**src/rtl/bsr_block_sequencer.sv**
```systemverilog
// Per-tile sequencer for the sparse weight-stationary array: walks BSR block descriptors
// through clear / weight load / activation stream / flush and holds the result for the consumer.
module bsr_block_sequencer #(
  parameter int N_ROWS  = 14,
  parameter int N_COLS  = 14,
  parameter int ACT_LEN = 14,
  parameter int WADDR_W = 16,
  parameter int AADDR_W = 16,
  parameter int CNT_W   = 16
) (
  input  logic               clk,
  input  logic               rst,
  input  logic               desc_valid,
  output logic               desc_ready,
  input  logic [WADDR_W-1:0] desc_blk_idx,
  input  logic [AADDR_W-1:0] desc_act_base,
  input  logic               desc_zero,
  input  logic               desc_last,
  output logic               wt_rd_en,
  output logic [WADDR_W-1:0] wt_rd_addr,
  output logic               act_rd_en,
  output logic [AADDR_W-1:0] act_rd_addr,
  output logic               act_flush,
  output logic               load_weight,
  output logic               block_valid,
  output logic               clr,
  output logic               tile_valid,
  input  logic               tile_ack,
  output logic               busy,
  output logic [CNT_W-1:0]   blk_issued,
  output logic [CNT_W-1:0]   blk_skipped
);

  // state  | meaning
  // IDLE   | waiting for a descriptor (only state with desc_ready)
  // CLR    | first block of a tile: clear accumulators
  // SKIP   | all-zero block, nothing sent to the array
  // LOAD   | weight rows fetched and latched, N_ROWS+1 cycles
  // STREAM | activations streamed, then skew/PE pipeline flushed
  // DONE   | tile result held until tile_ack
  typedef enum logic [2:0] {IDLE, CLR, SKIP, LOAD, STREAM, DONE} state_t;

  localparam int FLUSH      = N_ROWS + N_COLS - 2;
  localparam int STREAM_LEN = ACT_LEN + FLUSH + 1;
  localparam int TMR_MAX    = (STREAM_LEN > N_ROWS + 1) ? STREAM_LEN : N_ROWS + 1;
  localparam int TMR_W      = $clog2(TMR_MAX);

  localparam logic [TMR_W-1:0] LOAD_TC   = TMR_W'(N_ROWS);
  localparam logic [TMR_W-1:0] STREAM_TC = TMR_W'(STREAM_LEN - 1);
  localparam logic [TMR_W-1:0] FLUSH_TC  = TMR_W'(FLUSH);

  state_t             state, state_n;
  logic [TMR_W-1:0]   remain, remain_n;
  logic               tile_open, tile_open_n;
  logic               d_zero, d_last;
  logic [WADDR_W-1:0] wt_base, wt_base_sel;
  logic [AADDR_W-1:0] act_base;
  logic               latch, inc_issued, inc_skipped;

  logic               desc_ready_n, busy_n, clr_n, tile_valid_n;
  logic               wt_rd_en_n, load_weight_n, act_rd_en_n, block_valid_n, act_flush_n;
  logic [WADDR_W-1:0] wt_rd_addr_n;
  logic [AADDR_W-1:0] act_rd_addr_n;
  logic [CNT_W-1:0]   blk_issued_n, blk_skipped_n;
  logic               in_load, in_stream;

  always_comb begin
    state_n     = state;
    remain_n    = remain;
    tile_open_n = tile_open;
    latch       = 1'b0;
    inc_issued  = 1'b0;
    inc_skipped = 1'b0;
    unique case (state)
      IDLE: begin
        if (desc_valid && desc_ready) begin
          latch = 1'b1;
          if (!tile_open) begin
            state_n = CLR;
          end else if (desc_zero) begin
            state_n = SKIP;
          end else begin
            state_n  = LOAD;
            remain_n = LOAD_TC;
          end
        end
      end
      CLR: begin
        tile_open_n = 1'b1;
        if (d_zero) begin
          state_n = SKIP;
        end else begin
          state_n  = LOAD;
          remain_n = LOAD_TC;
        end
      end
      SKIP: begin
        inc_skipped = 1'b1;
        state_n     = d_last ? DONE : IDLE;
      end
      LOAD: begin
        if (remain == '0) begin
          state_n  = STREAM;
          remain_n = STREAM_TC;
        end else begin
          remain_n = remain - TMR_W'(1);
        end
      end
      STREAM: begin
        if (remain == '0) begin
          inc_issued = 1'b1;
          state_n    = d_last ? DONE : IDLE;
        end else begin
          remain_n = remain - TMR_W'(1);
        end
      end
      DONE: begin
        if (tile_ack && tile_valid) begin
          state_n     = IDLE;
          tile_open_n = 1'b0;
        end
      end
      default: state_n = IDLE;
    endcase
  end

  // Outputs are registered, so they are decoded from the upcoming state and timer value.
  always_comb begin
    wt_base_sel   = latch ? WADDR_W'(desc_blk_idx * WADDR_W'(N_ROWS)) : wt_base;
    in_load       = (state_n == LOAD);
    in_stream     = (state_n == STREAM);
    desc_ready_n  = (state_n == IDLE);
    busy_n        = (state_n != IDLE);
    clr_n         = (state_n == CLR);
    tile_valid_n  = (state_n == DONE);
    wt_rd_en_n    = in_load && (remain_n != '0);
    load_weight_n = in_load && (remain_n != LOAD_TC);
    act_rd_en_n   = in_stream && (remain_n > FLUSH_TC);
    block_valid_n = in_stream && (remain_n != STREAM_TC);
    act_flush_n   = in_stream && (remain_n < FLUSH_TC);
    wt_rd_addr_n  = '0;
    act_rd_addr_n = '0;
    if (wt_rd_en_n) begin
      wt_rd_addr_n = wt_base_sel + WADDR_W'(LOAD_TC - remain_n);
    end
    if (act_rd_en_n) begin
      act_rd_addr_n = act_base + AADDR_W'(STREAM_TC - remain_n);
    end
    blk_issued_n  = blk_issued;
    blk_skipped_n = blk_skipped;
    if (inc_issued && (blk_issued != '1)) begin
      blk_issued_n = blk_issued + CNT_W'(1);
    end
    if (inc_skipped && (blk_skipped != '1)) begin
      blk_skipped_n = blk_skipped + CNT_W'(1);
    end
  end

  always_ff @(posedge clk or posedge rst) begin
    if (rst) begin
      state       <= IDLE;
      remain      <= '0;
      tile_open   <= 1'b0;
      d_zero      <= 1'b0;
      d_last      <= 1'b0;
      wt_base     <= '0;
      act_base    <= '0;
      desc_ready  <= 1'b0;
      busy        <= 1'b0;
      clr         <= 1'b0;
      tile_valid  <= 1'b0;
      wt_rd_en    <= 1'b0;
      wt_rd_addr  <= '0;
      load_weight <= 1'b0;
      act_rd_en   <= 1'b0;
      act_rd_addr <= '0;
      block_valid <= 1'b0;
      act_flush   <= 1'b0;
      blk_issued  <= '0;
      blk_skipped <= '0;
    end else begin
      state       <= state_n;
      remain      <= remain_n;
      tile_open   <= tile_open_n;
      if (latch) begin
        d_zero   <= desc_zero;
        d_last   <= desc_last;
        wt_base  <= wt_base_sel;
        act_base <= desc_act_base;
      end
      desc_ready  <= desc_ready_n;
      busy        <= busy_n;
      clr         <= clr_n;
      tile_valid  <= tile_valid_n;
      wt_rd_en    <= wt_rd_en_n;
      wt_rd_addr  <= wt_rd_addr_n;
      load_weight <= load_weight_n;
      act_rd_en   <= act_rd_en_n;
      act_rd_addr <= act_rd_addr_n;
      block_valid <= block_valid_n;
      act_flush   <= act_flush_n;
      blk_issued  <= blk_issued_n;
      blk_skipped <= blk_skipped_n;
    end
  end

endmodule

```
**config.mk**
```make
export PLATFORM = sky130hd
export DESIGN_NAME = bsr_block_sequencer
export DESIGN_NICKNAME = d
export VERILOG_FILES = /design/src/rtl/bsr_block_sequencer.sv
export SDC_FILE = /design/constraint.sdc
export NUM_CORES = 1
export LEC_CHECK = 0
export ABC_AREA = 1
export BUFFER_PORTS_ARGS = -buffer_cell sky130_fd_sc_hd__buf_4
export CAP_MARGIN = 20
export CORE_MARGIN = 2
export CORE_UTILIZATION = 25
export CTS_CLUSTER_SIZE = 30
export DETAILED_ROUTE_END_ITERATION = 12
export PLACE_DENSITY = 0.46
export SLEW_MARGIN = 5
export SYNTH_ARGS = -nofsm -noshare
export SYNTH_HDL_FRONTEND = slang
export SYNTH_SLANG_ARGS = --single-unit
```
**constraint.sdc**
```tcl
create_clock -name clk -period 4.5 [get_ports clk]
set_input_delay 0.45 -clock clk [delete_from_list [all_inputs] [get_ports clk]]
set_output_delay 0.45 -clock clk [all_outputs]
set_load 0.01 [all_outputs]
```
==> results_dict.tcl, run 1 <==
set metrics [dict create \
    outcome "finished, final reports clean" \
    row_count 63 \
    gp_congestion 0.840 \
    portBuffers 109 \
    fmax_mhz 248 \
    antenna_found_initial 0 \
    wl_met3_microns 563 \
    clkTransAtPathRegs_ns 0.07 \
    syn2layout_area_growth_pct 25.3 \
    dp_cells 1451 \
    vias 6313 \
    crit_buf_inv 3 \
    grt_max_degree 56 \
    powerDensity_nw_per_um2 726 \
    wl_met2_microns 8680 \
    finalSetupTns_ns 0 \
    drt-pass1-iter-count 4 \
    ys_top_cells_by_area "dfrtp_1 (39%), nand2_1 (14%), ha_1 (7.6%)" \
    async_flop_share_pct 100 \
    fin_crit_sh_pct 89.6 \
    clock_latency_ns 0.42 \
    synth_ff_type "dfrtp_1" \
    synth-edff-count 0 \
    r2r_start "remain[0]" \
    die_h_microns 176 \
    r2r_end "wt_rd_addr[14]" \
    start_util_pct 25.2 \
    reg2reg_depth 25 \
    cts_sinks 117 \
    syn-instance-count 951 \
    fill_cells 3238 \
    required_ns 4.81 \
    drtIter0Drc 279 \
    cts_root_buf "clkbuf_16" \
    cp-end-kind "flip-flop" \
    p_leak_uw 0.00490 \
    synth_top_area_share_pct 39.4 \
    r2r_setup_slack_ns 0.47 \
    met1_length_microns 8790 \
    cts_tree "built" \
    core_area_sq_um 29500 \
    grt_setup_unrepaired "no" \
    instances_no_fill 1483 \
    die_w_microns 176 \
    slew-limit-headroom_pct 54.8 \
    hold_viol_final 0 \
    cp_top_family "adder cells" \
    seq_area_frac_synth_pct 39.4 \
    min_period_ns 4.03 \
    grt_pass1_vias 5968 \
    num-nets-final 1178 \
    finClkSkew_ns 0.0128 \
    crit_type "reg -> reg" \
    hpwl_microns 14500 \
    drv_slew 0 \
    crit_slowest_cell "dfrtp_1" \
    grt_pass1_wl_microns 30100 \
    ctsHoldBuffers 0 \
    numCtsBuffers 17 \
    htreeDepth 4 \
    setup_viol 0 \
    drc 0 \
    ant_nets 0 \
    max_stage_delay_ns 0.37 \
    arrival_ns 4.34 \
    drt-wirelength-per-cell_microns 12.4 \
    design_power_total_uw 6760 \
    grt.overflow.total 0 \
    synth_nets 1049 \
    max-cap-violations 0 \
    vdd_drop_max_mv 0.333 \
    crit_fanout 6 \
    routed_via_density 4.26 \
    ys_seq_elements 117 \
    syn_avg_cell_area_sq_um 7.81 \
    top_layer_used "met4" \
    fin_ws_ns 0.467 \
    num_io_pins 111 \
    syn_area_sq_um 7430 \
    place_ws_ns 0.387 \
    hold_path.class "in -> async" \
    drive_above_1_share_pct 17.4 \
    cpMostUsedCell "nor2_1" \
    cts_max_path_buffers 2 \
    synth_area_leader_cell "dfrtp_1" \
    tightestPinTransition_ns 0.678 \
    yosysWarnings 0 \
    grtUsageTotal_pct 12.3 \
    antenna-diode-count 0 \
    cp-start-kind "flip-flop" \
    synth_cell_types 47 \
    die-area_sq_um 31100 \
    routed_wl_microns 18400 \
]
-- metal layers --
layer	vias to the layer above	track usage, %
li1	3298	-
met1	2903	15.9
met2	94	20.2
met3	18	2.28
met4	0	4.82
met5	-	0
-- how the worst max path moves through the flow --
stage	start	to	slack (ns)	cells past startpoint
finish	remain[0]	wt_rd_addr[14]	0.47	25
detailed placement	remain[0]	act_rd_addr[12]	0.39	23
floorplan	remain[0]	act_rd_addr[12]	0.68	24
CTS	remain[0]	act_rd_addr[12]	0.39	23
global route	remain[0]	wt_rd_addr[14]	0.02	25
global placement	remain[0]	act_rd_addr[12]	0.41	23
-- sequential cells by signal, indices dropped and copies added (netlist names), 3 cells and up --
signal	cells
wt_base	16
blk_issued	16
act_rd_addr	16
state	3
wt_rd_addr	16
blk_skipped	16
remain	6
act_base	16
-- Yosys cell counts (5+ instances only) --
| library cell | n |
|---|---|
| o21ai_1 | 5 |
| dfrtp_1 | 117 |
| nand4_1 | 10 |
| inv_2 | 6 |
| ha_1 | 45 |
| xnor2_1 | 23 |
| or2_2 | 8 |
| inv_1 | 112 |
| nor2_1 | 100 |
| a21oi_1 | 46 |
| nand2_2 | 10 |
| nand3_1 | 46 |
| nor3_1 | 19 |
| clkbuf_1 | 6 |
| o21ai_0 | 32 |
| a31oi_1 | 5 |
| nand2_1 | 274 |
| fa_1 | 15 |
| xor2_1 | 26 |
-- cell usage in the layout (no fill, tap or decap), types with 15 or more instances in the layout --
cell / netlist / layout
a21oi_1: 46 / 46
nand2_1: 274 / 274
ha_1: 45 / 45
nor2_1: 100 / 100
dfrtp_1: 117 / 117
nor3_1: 19 / 19
buf_4: 1 / 121
fa_1: 15 / 15
xnor2_1: 23 / 23
clkbuf_16: 0 / 17
nand3_1: 46 / 46
inv_1: 112 / 111
xor2_1: 26 / 26
o21ai_0: 32 / 31
-- cells by family (layout without fill, tap and decap cells) --
group / count (synthesis) / count (layout) / synth area share, %
and+or+nand+nor: 484 / 484 / 27.9
xor gates and xnor gates: 49 / 49 / 5.78
adders and majority gates: 60 / 60 / 11.6
buffers and inverters: 130 / 272 / 6.86
DFF: 117 / 117 / 39.4
AOI/OAI and AO/OA: 111 / 111 / 8.42
-- area by class of cell --
cell class                 instances  area, sq um  share of cell area, %
tap                              390          488                   5.24
clock inverter                    13          100                   1.08
clock buffer                      19          443                   4.76
sequential                       117         2930                   31.5
multi-input combinational        704         3990                   42.9
timing repair buffer             121          908                   9.76
inverter                         119          449                   4.83
-- what timing repair did --
| item | in CTS | in global routing |
|---|---|---|
| buffers inserted | 0 | 0 |
| endpoints found under the setup margin | 0 | 1 |
| gates resized for setup | 0 | 1 |
-- power breakdown --
group | internal, uW | leakage (uW) | switching, uW | total, uW
Clock | 723 | 0.000253 | 528 | 1250
Sequential | 1310 | 0.00154 | 166 | 1480
Combinational | 1470 | 0.00311 | 2560 | 4030
Total | 3510 | 0.00490 | 3250 | 6760
-- through the flow --
stage / hold slack (ns) / utilization, % / cell area [sq um]
floorplan: 0.431 / - / 7430
global placement: 0.446 / 29.7 / 8760
detailed placement: 0.449 / 29.7 / 8760
CTS: 0.165 / 31.6 / 9310
global route: 0.205 / 31.6 / 9310
finish: 0.151 / 31.6 / 9310
-- worst reg2reg max path: stages (launching register included) --
cell	delay [ns]
dfrtp_1	0.37
inv_1	0.12
ha_1	0.22
nand3_1	0.22
ha_1	0.34
o22ai_1	0.07
a21oi_1	0.17
inv_1	0.14
ha_1	0.27
xnor2_1	0.23
ha_1	0.27
inv_1	0.09
nor2_1	0.06
o21a_1	0.17
nor2_1	0.09
nor2_1	0.07
a21boi_0	0.29
nor2_1	0.07
o21ai_1	0.12
nand2_1	0.10
nand3_1	0.08
nand2_1	0.09
nand2_1	0.10
nand3_1	0.08
nand2_1	0.06
nor2_1	0.04
Note: power is estimated with default switching activity, not from simulation.
==> run 2: changes to the inputs <==
- CTS_BUF_LIST: default -> sky130_fd_sc_hd__clkbuf_8
- PLACE_DENSITY: 0.46 -> 0.45
==> run 2 against run 1 <==
Critical path depth fell by 5. Clock skew rose by 0.0096 ns. Worst hold slack got worse by 0.0075 ns. Sequential power barely moved. Clock power fell by 19%. Global-route usage rose by 0.26 points. Register-to-register slack improved by 0.09 ns. Highest routed layer unchanged. Worst setup slack improved by 0.095 ns. Final cell count did not move.
==> results_dict.tcl, run 2 (synthesis gave the netlist of run 1 again) <==
set metrics [dict create \
    outcome "finished, final reports clean" \
    slew-limit-headroom_pct 50.0 \
    setup_viol 0 \
    row_count 63 \
    top_layer_used "met4" \
    wl_met2_microns 8970 \
    min_period_ns 3.94 \
    cts_sinks 117 \
    clkTransAtPathRegs_ns 0.09 \
    clock_latency_ns 0.45 \
    r2r_end "act_rd_addr[15]" \
    die-area_sq_um 31100 \
    cts_tree "built" \
    grt_pass1_wl_microns 30900 \
    r2r_start "state[0]" \
    die_w_microns 176 \
    grt.overflow.total 0 \
    numCtsBuffers 17 \
    drt-pass1-iter-count 5 \
    die_h_microns 176 \
    cts_max_path_buffers 2 \
    syn2layout_area_growth_pct 23.6 \
    grt_setup_unrepaired "no" \
    place_ws_ns 0.357 \
    r2r_setup_slack_ns 0.56 \
    hpwl_microns 14700 \
    finalSetupTns_ns 0 \
    drv_slew 0 \
    ant_nets 0 \
    routed_via_density 4.26 \
    cts_root_buf "clkbuf_8" \
    routed_wl_microns 18600 \
    finClkSkew_ns 0.0223 \
    post_cts_buffers 0 \
    num-nets-final 1178 \
    crit_type "reg -> reg" \
    cp-start-kind "flip-flop" \
    fmax_mhz 254 \
    core_area_sq_um 29500 \
    portBuffers 109 \
    vdd_drop_max_mv 0.268 \
    layout_commonest_cell "nand2_1" \
    ctsHoldBuffers 0 \
    vias 6321 \
    htreeDepth 4 \
    drtIter0Drc 280 \
    hold_path.class "in -> async" \
    drt-wirelength-per-cell_microns 12.5 \
    hold_viol_final 0 \
    fin_crit_sh_pct 87.5 \
    wl_met3_microns 656 \
    layout_common_cells "nand2_1 (274), buf_4 (121), dfrtp_1 (117), inv_1 (111), nor2_1 (100)" \
    powerDensity_nw_per_um2 708 \
    tightestPinTransition_ns 0.750 \
    reg2reg_depth 20 \
    met1_length_microns 8660 \
    antenna-diode-count 0 \
    drc 0 \
    fin_ws_ns 0.562 \
    antenna_found_initial 0 \
    num_io_pins 111 \
    arrival_ns 4.30 \
    start_util_pct 25.2 \
    p_leak_uw 0.00485 \
    max-cap-violations 0 \
    required_ns 4.86 \
    crit_fanout 10 \
    cp-end-kind "flip-flop" \
    grt_pass1_vias 6215 \
    drive_above_1_share_pct 17.7 \
    grtUsageTotal_pct 12.5 \
    gp_congestion 0.824 \
    grt_max_degree 59 \
]
[run 2: cell types whose count changed in the layout (fill, tap and decap cells not counted), moves of 2 or more]
cell / delta
clkbuf_16: -17
clkinv_4: +2
inv_6: +3
bufinv_16: +2
clkinvlp_4: -4
clkbuf_8: +16
[run 2: layout make-up]
cell class / instances / area [sq um]
Fill cell: 3256 / 20300
Multi-Input combinational cell: 704 / 4010
Sequential cell: 117 / 2930
Timing Repair Buffer: 121 / 908
Tap cell: 390 / 488
Inverter: 119 / 449
Clock buffer: 17 / 234
Clock inverter: 15 / 169
[run 2: what timing repair did]
action	4_1_cts	5_1_grt
gates resized for setup	0	5
endpoints found under the setup margin	0	5
endpoints found under the hold margin	0	0
[run 2: power breakdown]
| part | internal [uW] | switching, uW | leakage, uW | total (uW) |
|---|---|---|---|---|
| clock network | 506 | 503 | 0.000203 | 1010 |
| registers | 1310 | 166 | 0.00154 | 1480 |
| logic | 1460 | 2550 | 0.00311 | 4020 |
[run 2: stage by stage]
| stage | instances | total power, uW | hold WS [ns] | instance area [sq um] | utilization (%) |
|---|---|---|---|---|---|
| after floorplan | 951 | 4530 | 0.431 | 7430 | - |
| after global placement | 1451 | 5530 | 0.447 | 8760 | 29.7 |
| after detailed placement | 1451 | 5530 | 0.460 | 8760 | 29.7 |
| after CTS | 1483 | 6590 | 0.151 | 9170 | 31.1 |
| after global routing | 1483 | 7280 | 0.172 | 9180 | 31.1 |
| final | 1483 | 6500 | 0.143 | 9180 | 31.1 |
[run 2: critical path: stages (launching register included)]
cell and delay [ns]:
dfrtp_1 0.52, nand2_1 0.11, nor2_1 0.24, inv_1 0.15, o32ai_1 0.14, nor2_1 0.08, a22oi_2 0.24, inv_1 0.12
ha_1 0.22, nand2_1 0.12, nand2_1 0.09, a21oi_1 0.13, buf_4 0.21, ha_1 0.28, a21oi_1 0.15, o21ai_0 0.16
nand2_1 0.09, o2111ai_1 0.26, a211oi_2 0.28, o21ai_1 0.09, a21oi_1 0.18
[run 2: metal layers]
layer	track usage (%)	vias to the layer above
met5	0	-
met4	3.99	0
met3	2.30	13
met2	21.4	102
met1	16.0	2905
li1	-	3301
[run 2: worst max path at each step]
stage	from	slack, ns	end	cells after the start
2_1_floorplan	remain[0]	0.68	act_rd_addr[12]	24
3_3_place_gp	remain[0]	0.38	act_rd_addr[15]	21
3_5_place_dp	remain[1]	0.36	act_rd_addr[15]	21
4_1_cts	remain[1]	0.33	act_rd_addr[15]	21
5_1_grt	remain[0]	0.04	act_rd_addr[12]	23
6_report	state[0]	0.56	act_rd_addr[15]	20
==> run 3: changes to the inputs <==
--- a/config.mk
+++ b/config.mk
@@ -9,4 +9,5 @@
 export BUFFER_PORTS_ARGS = -buffer_cell sky130_fd_sc_hd__buf_4
 export CAP_MARGIN = 20
+export CORE_ASPECT_RATIO = 2
 export CORE_MARGIN = 2
 export CORE_UTILIZATION = 25
==> constraint.sdc (replaced) <==
create_clock -name clk -period 4.5 [get_ports clk]
set_input_delay 0.9 -clock clk [delete_from_list [all_inputs] [get_ports clk]]
set_output_delay 0.9 -clock clk [all_outputs]
set_load 0.01 [all_outputs]
==> run 3 against run 2 <==
Cell area increased by 0.37%. Wire length increased by 8.9%. Non-clock buffer count is 7 higher. Flip-flop and latch count unchanged. Clock-buffer cell count up 1. Fmax shrank 3.0%. Core utilization grew 0.20 points. Worst setup slack lost 0.12 ns. Register-to-register slack lost 0.12 ns. Combinational power is 4% higher.
==> results_dict.tcl, run 3 (synthesis gave the netlist of run 1 again) <==
set metrics [dict create \
    grt.overflow.total 0 \
    row_count 89 \
    arrival_ns 4.44 \
    power_frac_clock_pct 15.3 \
    routed_wl_microns 20200 \
    portBuffers 109 \
    clkTransAtPathRegs_ns 0.08 \
    slew-limit-headroom_pct 55.8 \
    internal-power_uw 3400 \
    drv_slew 0 \
    wl_met3_microns 629 \
    max_stage_delay_ns 0.39 \
    power_frac_seq_pct 22.1 \
    path_depth 20 \
    place_ws_ns 0.121 \
    ant_nets 0 \
    hold_path.class "reg -> reg" \
    crit_type "reg -> reg" \
    grt_pass1_vias 6672 \
    cpMostUsedCell "ha_1" \
    htreeDepth 4 \
    grt_setup_unrepaired "no" \
    finClkSkew_ns 0.0148 \
    switching_share_pct 49.2 \
    hpwl_microns 16300 \
    place_area_sq_um 8800 \
    setup_viol 0 \
    tightestPinTransition_ns 0.664 \
    vdd_drop_max_mv 0.265 \
    grt_pass1_wl_microns 33000 \
    layout_common_cells "nand2_1 (274), buf_4 (127), dfrtp_1 (117), inv_1 (112), nor2_1 (100)" \
    numCtsBuffers 17 \
    crit_slowest_cell "dfrtp_1" \
    min_period_ns 4.06 \
    die_w_microns 126 \
    whs_path_depth 2 \
    post_cts_buffers 0 \
    num_io_pins 111 \
    required_ns 4.88 \
    hold_viol_final 0 \
    cp-start-kind "flip-flop" \
    postCtsResizedCells 0 \
    reg2reg_depth 20 \
    outcome "finished, final reports clean" \
    drc 0 \
    crit_buf_inv 3 \
    met1_length_microns 7300 \
    final_area_sq_um 9220 \
    crit_fanout 7 \
    wl_met2_microns 11800 \
    cts_sinks 117 \
    pwr-share-comb_pct 62.6 \
    num-nets-final 1185 \
    start_util_pct 25.3 \
    grtUsageTotal_pct 13.5 \
    clock_latency_ns 0.47 \
    cp-end-kind "flip-flop" \
    fmax_mhz 246 \
    cts_root_buf "clkbuf_8" \
    finalSetupTns_ns 0 \
    core_area_sq_um 29400 \
    syn2layout_area_growth_pct 24.1 \
    cts_tree "built" \
    gp_congestion 0.814 \
    fin_crit_sh_pct 90.2 \
    vias 6512 \
    drtIter0Drc 246 \
    die-area_sq_um 31200 \
    fin_ws_ns 0.441 \
    drive_above_1_share_pct 18.0 \
    routed_via_density 4.45 \
    antenna_found_initial 1 \
    grt_max_degree 70 \
    layout_commonest_cell "nand2_1" \
    max-cap-violations 0 \
    cts_max_path_buffers 2 \
    die_h_microns 248 \
    switching_power_uw 3290 \
    crit_chain "inv_1, ha_1, nand3_2, ha_1, o22ai_1, a21oi_1, buf_4, ha_1, nand2_1, nand2_1, xor2_1, inv_1, ha_1, a21oi_1, o21ai_0, nand2_1, o2111ai_1, a31o_2, o21ai_0, a21oi_1" \
    fin_hold_ws_ns 0.466 \
    top_layer_used "met4" \
    ctsHoldBuffers 0 \
    p_leak_uw 0.00488 \
    cp_top_family "compound AO/OA/AOI/OAI gates" \
    drt-pass1-iter-count 5 \
    powerDensity_nw_per_um2 726 \
    drt-wirelength-per-cell_microns 13.8 \
]
[run 3: changes by cell type in the layout (fill, tap and decap cells not counted), sizes merged, moves of 2 or more]
cell / before / now
buf: 121 / 128
inv: 125 / 120
clkinv: 6 / 4
clkinvlp: 1 / 5
[run 3: final cells by class]
| class | instances | area [sq um] |
|---|---|---|
| Fill cell | 3203 | 20200 |
| Multi-Input combinational cell | 704 | 4000 |
| Sequential cell | 117 | 2930 |
| Timing Repair Buffer | 128 | 973 |
| Tap cell | 364 | 455 |
| Inverter | 119 | 449 |
| Clock buffer | 18 | 248 |
| Clock inverter | 13 | 159 |
| Antenna cell | 1 | 2.50 |
[run 3: worst paths after layout]
| check | start | end | slack [ns] |
|---|---|---|---|
| max | remain[0] | act_rd_addr[13] | 0.44 |
| min reg2reg | wt_base[0] | wt_base[0] | 0.47 |
| max reg2reg | remain[0] | act_rd_addr[13] | 0.44 |
| min | wt_base[0] | wt_base[0] | 0.47 |
| max in group asynchronous | rst | wt_rd_addr[12] | 3.13 |
| min in group asynchronous | rst | act_base[8] | 0.54 |
[run 3: power by group through the flow]
stage | Clock [uW] | Combinational (uW) | Sequential [uW]
floorplan | 0 | 3050 | 1480
global placement | 0 | 4210 | 1500
detailed placement | 0 | 4220 | 1500
CTS | 1070 | 4240 | 1480
global route | 1100 | 4840 | 1510
finish | 1020 | 4190 | 1480
[run 3: tightest hold or removal path, stage by stage, from the launching register on]
cell	delay, ns
dfrtp_1	0.32
nand2_1	0.06
inv_1	0.05
[run 3: layer usage]
layer  global-route usage (%)  up-vias
met4                     5.49        0
met5                        0        -
met3                     2.11       31
li1                         -     3315
met2                     27.8      116
met1                     12.9     3050
[run 3: through the flow]
stage,utilization (%),instances,total power [uW]
floorplan,-,951,4530
global placement,29.9,1432,5710
detailed placement,29.9,1432,5720
CTS,31.3,1463,6790
global route,31.3,1464,7450
finish,31.3,1464,6690
